[config.mk]
export PLATFORM = sky130hd
export DESIGN_NAME = alu_prep_pipe
export DESIGN_NICKNAME = d
export VERILOG_FILES = /design/src/rtl/alu_prep_pipe.sv
export SDC_FILE = /design/constraint.sdc
export NUM_CORES = 1
export LEC_CHECK = 0
export BUFFER_PORTS_ARGS = -buffer_cell sky130_fd_sc_hd__buf_2
export CAP_MARGIN = 20
export CORE_UTILIZATION = 49
export DETAILED_ROUTE_END_ITERATION = 7
export PLACE_DENSITY_LB_ADDON = 0.08
export REMOVE_ABC_BUFFERS = 1
export SKIP_CTS_REPAIR_TIMING = 1
export SLEW_MARGIN = 20
export SYNTH_ARGS = -nofsm -noshare
export SYNTH_HDL_FRONTEND = slang
export SYNTH_SLANG_ARGS = --single-unit
[constraint.sdc]
create_clock -name clk -period 2.1 [get_ports clk]
set_input_delay 0.42 -clock clk [delete_from_list [all_inputs] [get_ports clk]]
set_output_delay 0.42 -clock clk [all_outputs]
set_load 0.005 [all_outputs]
[src/rtl/alu_prep_pipe.sv]
// alu_prep_pipe: two-stage ALU operand preprocess + add with NZCV flags.
// Stage 1 decodes Op into (AMod, BMod, cin); stage 2 adds and registers
// the result and flags. Valid/ready handshake with backpressure, 2 slots.
module alu_prep_pipe #(
    parameter int W = 8
) (
    input  logic         clk,
    input  logic         rst_n,
    input  logic         in_valid,
    output logic         in_ready,
    input  logic [W-1:0] A,
    input  logic [W-1:0] B,
    input  logic [2:0]   Op,
    output logic         out_valid,
    input  logic         out_ready,
    output logic [W-1:0] R,
    output logic         flag_n,
    output logic         flag_z,
    output logic         flag_c,
    output logic         flag_v
);

    localparam logic [2:0] OP_PASS_A = 3'b000;
    localparam logic [2:0] OP_NEG_A  = 3'b001;
    localparam logic [2:0] OP_ADD    = 3'b010;
    localparam logic [2:0] OP_INC_A  = 3'b011;
    localparam logic [2:0] OP_SUB    = 3'b100;
    localparam logic [2:0] OP_DEC_A  = 3'b101;
    localparam logic [2:0] OP_PASS_B = 3'b110;
    localparam logic [2:0] OP_NOT_A  = 3'b111;

    // stage 1 state
    logic         r_s1_valid;
    logic [W-1:0] r_amod;
    logic [W-1:0] r_bmod;
    logic         r_cin;

    // stage 2 state (drives the outputs directly)
    logic         r_s2_valid;
    logic [W-1:0] r_res;
    logic         r_n, r_z, r_c, r_v;

    logic [W-1:0] w_amod;
    logic [W-1:0] w_bmod;
    logic         w_cin;
    logic         w_s1_adv;
    logic         w_s2_adv;
    logic [W:0]   w_sum;
    logic [W-1:0] w_res;
    logic         w_v;

    // A stage may move when it is empty or the stage after it is moving.
    // in_ready depends only on state and out_ready, never on in_valid.
    assign w_s2_adv = !r_s2_valid || out_ready;
    assign w_s1_adv = !r_s1_valid || w_s2_adv;
    assign in_ready = w_s1_adv;

    // Op decode: every code maps to a defined operand triple, zeros otherwise
    always_comb begin
        w_amod = '0;
        w_bmod = '0;
        w_cin  = 1'b0;
        case (Op)
            OP_PASS_A: w_bmod = A;
            OP_NEG_A:  begin w_bmod = ~A; w_cin = 1'b1; end
            OP_ADD:    begin w_amod = A; w_bmod = B; end
            OP_INC_A:  begin w_amod = A; w_cin = 1'b1; end
            OP_SUB:    begin w_amod = A; w_bmod = ~B; w_cin = 1'b1; end
            OP_DEC_A:  begin w_amod = A; w_bmod = '1; end
            OP_PASS_B: w_bmod = B;
            OP_NOT_A:  w_bmod = ~A;
            default:   ;
        endcase
    end

    // W+1 bit add so the carry out falls into the top bit
    assign w_sum = {1'b0, r_amod} + {1'b0, r_bmod} + {{W{1'b0}}, r_cin};
    assign w_res = w_sum[W-1:0];
    assign w_v   = (r_amod[W-1] == r_bmod[W-1]) && (w_res[W-1] != r_amod[W-1]);

    // Stage 1: load on an input transfer, otherwise empty out when advancing
    always_ff @(posedge clk or negedge rst_n) begin
        if (!rst_n) begin
            r_s1_valid <= 1'b0;
            r_amod     <= '0;
            r_bmod     <= '0;
            r_cin      <= 1'b0;
        end else if (in_valid && w_s1_adv) begin
            r_s1_valid <= 1'b1;
            r_amod     <= w_amod;
            r_bmod     <= w_bmod;
            r_cin      <= w_cin;
        end else if (w_s1_adv) begin
            r_s1_valid <= 1'b0;
        end
    end

    // Stage 2: capture sum and flags; hold them while the consumer stalls
    always_ff @(posedge clk or negedge rst_n) begin
        if (!rst_n) begin
            r_s2_valid <= 1'b0;
            r_res      <= '0;
            r_n        <= 1'b0;
            r_z        <= 1'b0;
            r_c        <= 1'b0;
            r_v        <= 1'b0;
        end else if (w_s2_adv && r_s1_valid) begin
            r_s2_valid <= 1'b1;
            r_res      <= w_res;
            r_n        <= w_res[W-1];
            r_z        <= (w_res == '0);
            r_c        <= w_sum[W];
            r_v        <= w_v;
        end else if (out_ready) begin
            r_s2_valid <= 1'b0;
        end
    end

    assign out_valid = r_s2_valid;
    assign R         = r_res;
    assign flag_n    = r_n;
    assign flag_z    = r_z;
    assign flag_c    = r_c;
    assign flag_v    = r_v;

endmodule

==> reports/qor.yml <==
status: "complete, no violations"
design.portCount: 37
intPower_mw: 1.294
worstPathRequired_ns: 2.29
tns_ns: 0
synth_cell_types: 34
fill_cells: 319
clkLatencyLatePin_ns: 0.28
finalMaxSlewViolations: 0
p_sw_mw: 0.6309
ys_dominant_reg_cell: "dfrtp_1"
maxCapViolations: 0
ys_seq_elements: 30
vias: 1553
place_area_um2: 2061
htree_levels: 2
cp-start-kind: "flip-flop"
hold_violations: 0
cts_root_buf: "clkbuf_8"
synth.cell_area_um2: 1857
layout_setup_ws_ns: 0.07804
drive_gt1_frac: 0.2640
end_kind: "flip-flop"
ys_seq_area_frac: 0.4043
seqPwrFrac: 0.403
rows: 21
grtUsageTotal: 0.1954
min_path_type: "input port to async pin"
grt_max_degree: 35
crit_chain: "inv_2, fa_2, inv_2, fa_2, a211o_2, o211ai_1, a21o_1, o21ai_2, o31ai_2"
grt_pass1_wl_um: 6154
cellLeakagePower_nw: 1.001
switching_share: 0.3277
path_class: "flip-flop to flip-flop"
power_density_nw_per_um2: 877.7
die_x_um: 63.56
critPathArrivalTime_ns: 2.22
worstMarginPinSlew_ns: 0.6472
gp_congestion: 0.7754
synthCells: 212
fp.dieArea_um2: 4039
multi_input_area_um2: 1042
maxSlewHeadroom: 0.5685
cts_tree: "yes"
clock_path_buffers: 2
post-route-util: 0.6324
synth_top_family_by_area: "compound AO/OA/AOI/OAI gates"
p_comb_frac: 0.354
critPathMaxStageDelay_ns: 0.37
core_um2: 3468
yosysWarnings: 0
avgSynthCellArea_um2: 8.758
fin_crit_sh: 0.9628
fin_worst_skew_ns: 0.003003
dp_hpwl_um: 2551
drc: 0
start_util: 0.5354
p_total_mw: 1.925
critPathSlowestCell: "dfrtp_1"
path_clk_slew_ns: 0.06
period_needed_ns: 2.022
overflow: 0
final_area_um2: 2193
n_antenna_cell: 0
synth_edf_count: 0
drt-pass1-iter-count: 5
grt_setup_unrepaired: "true"
async_flop_share: 1.000
antenna_found_initial: 0
synth-simple-area-share: 0.1934
muxShareOfSynthArea: 0.01819
seq_area_um2: 750.7
final_cell_mix: "buf_2 (36), nand2_1 (34), dfrtp_1 (30), nor2_1 (21), o21ai_0 (19)"
via_per_inst: 5.247
synthXorXnorAreaFrac: 0.01887
setup_viol: 0
post_drt_wl_per_cell_um: 11.74
syn_to_final_growth_pct: 18.13
synth-compound-area-share: 0.2089
die_height_um: 63.56
drt_iter0_drc: 47
clkPwrFrac: 0.243
place_ws_ns: -0.03117
clock_sinks: 30
portBuffers: 36
cts_buffers: 5
synth_fa_ha_area_frac: 0.1119
wl_um: 3475
cp_max_fo: 3
reg2reg_slack_ns: 0.08
grt_pass1_vias: 1432
ff2ff_path_depth: 9
ir_drop_mv: 0.3514
reg2reg_from: "r_cin$_DFFE_PN0P_"
ant_nets: 0
fin_nets: 281
clock.fmax_mhz: 494.6
layout_commonest_cell: "buf_2"
r2r_end: "flag_z$_DFFE_PN0P_"
critical path, delay by kind of cell (launching register included):
kind                       cells  cell delay (ns)
adders and majority gates      2             0.57
AOI/OAI and AO/OA              5             0.88
DFF                            1             0.37
buffers and inverters          2             0.11
sequential cells by signal, indices dropped and copies added, names as in the netlist:
| name | cells |
|---|---|
| r_s1_valid | 1 |
| flag_v | 1 |
| R | 8 |
| out_valid | 1 |
| flag_c | 1 |
| flag_z | 1 |
| r_amod | 8 |
| r_cin | 1 |
| r_bmod | 8 |
cells by family after synthesis:
family | count (synthesis)
AO/OA/AOI/OAI | 61
XOR/XNOR | 4
adder cells (fa/ha/maj) | 17
buffers and inverters | 19
flip-flops | 30
multiplexers | 3
AND/OR/NAND/NOR | 78
metal layers:
metal | vias up | global-route usage | wire (um)
met5 | - | 0 | 0
met4 | 0 | 0.07670 | 61
met3 | 5 | 0.05435 | 153
met2 | 43 | 0.3125 | 1516
met1 | 688 | 0.2477 | 1744
li1 | 817 | - | -
stage by stage:
stage / std cells / hold WS (ns)
3_3_place_gp: 285 / 0.4563
3_5_place_dp: 285 / 0.4646
4_1_cts: 293 / 0.1817
6_report: 296 / 0.1603
5_1_grt: 296 / 0.2085
2_1_floorplan: 200 / 0.1244
power groups by stage:
stage / sequential (mW) / combinational, mW / clock, mW
4_1_cts: 0.777 / 0.650 / 0.479
2_1_floorplan: 0.791 / 0.409 / 0
5_1_grt: 0.796 / 0.777 / 0.511
3_5_place_dp: 0.787 / 0.646 / 0
3_3_place_gp: 0.781 / 0.639 / 0
6_report: 0.776 / 0.681 / 0.468
worst max-delay path by stage:
stage,startpoint,to,slack [ns],depth (start not counted)
final,r_cin$_DFFE_PN0P_,flag_z$_DFFE_PN0P_,0.08,9
after global routing,r_cin$_DFFE_PN0P_,flag_z$_DFFE_PN0P_,-0.05,9
after CTS,r_bmod[0]$_DFFE_PN0P_,flag_z$_DFFE_PN0P_,-0.05,9
after detailed placement,r_amod[0]$_DFFE_PN0P_,flag_z$_DFFE_PN0P_,-0.03,9
after global placement,r_amod[0]$_DFFE_PN0P_,flag_z$_DFFE_PN0P_,0.01,9
after floorplan,r_amod[0]$_DFFE_PN0P_,flag_z$_DFFE_PN0P_,0.08,9
cell type report:
class | count | share of cell area
multi-input combinational | 163 | 0.4752
sequential | 30 | 0.3423
timing repair buffer | 42 | 0.1027
tap | 46 | 0.02624
clock inverter | 1 | 0.002282
inverter | 7 | 0.01198
clock buffer | 7 | 0.03936
Yosys cell counts (6+ instances only):
cell       n  area (um^2)
o21ai_0   20        100.1
clkbuf_1   7        26.28
nand2_1   34        127.6
inv_1      6        22.52
ha_1       7        87.58
nor2_1    21        78.83
a21oi_1   14        70.07
nand2b_1   7        43.79
a211oi_1  10        75.07
dfrtp_1   30        750.7
nor3b_1    8        60.06
maj3_1     8        80.08
Power figures use the tool's default switching activity.
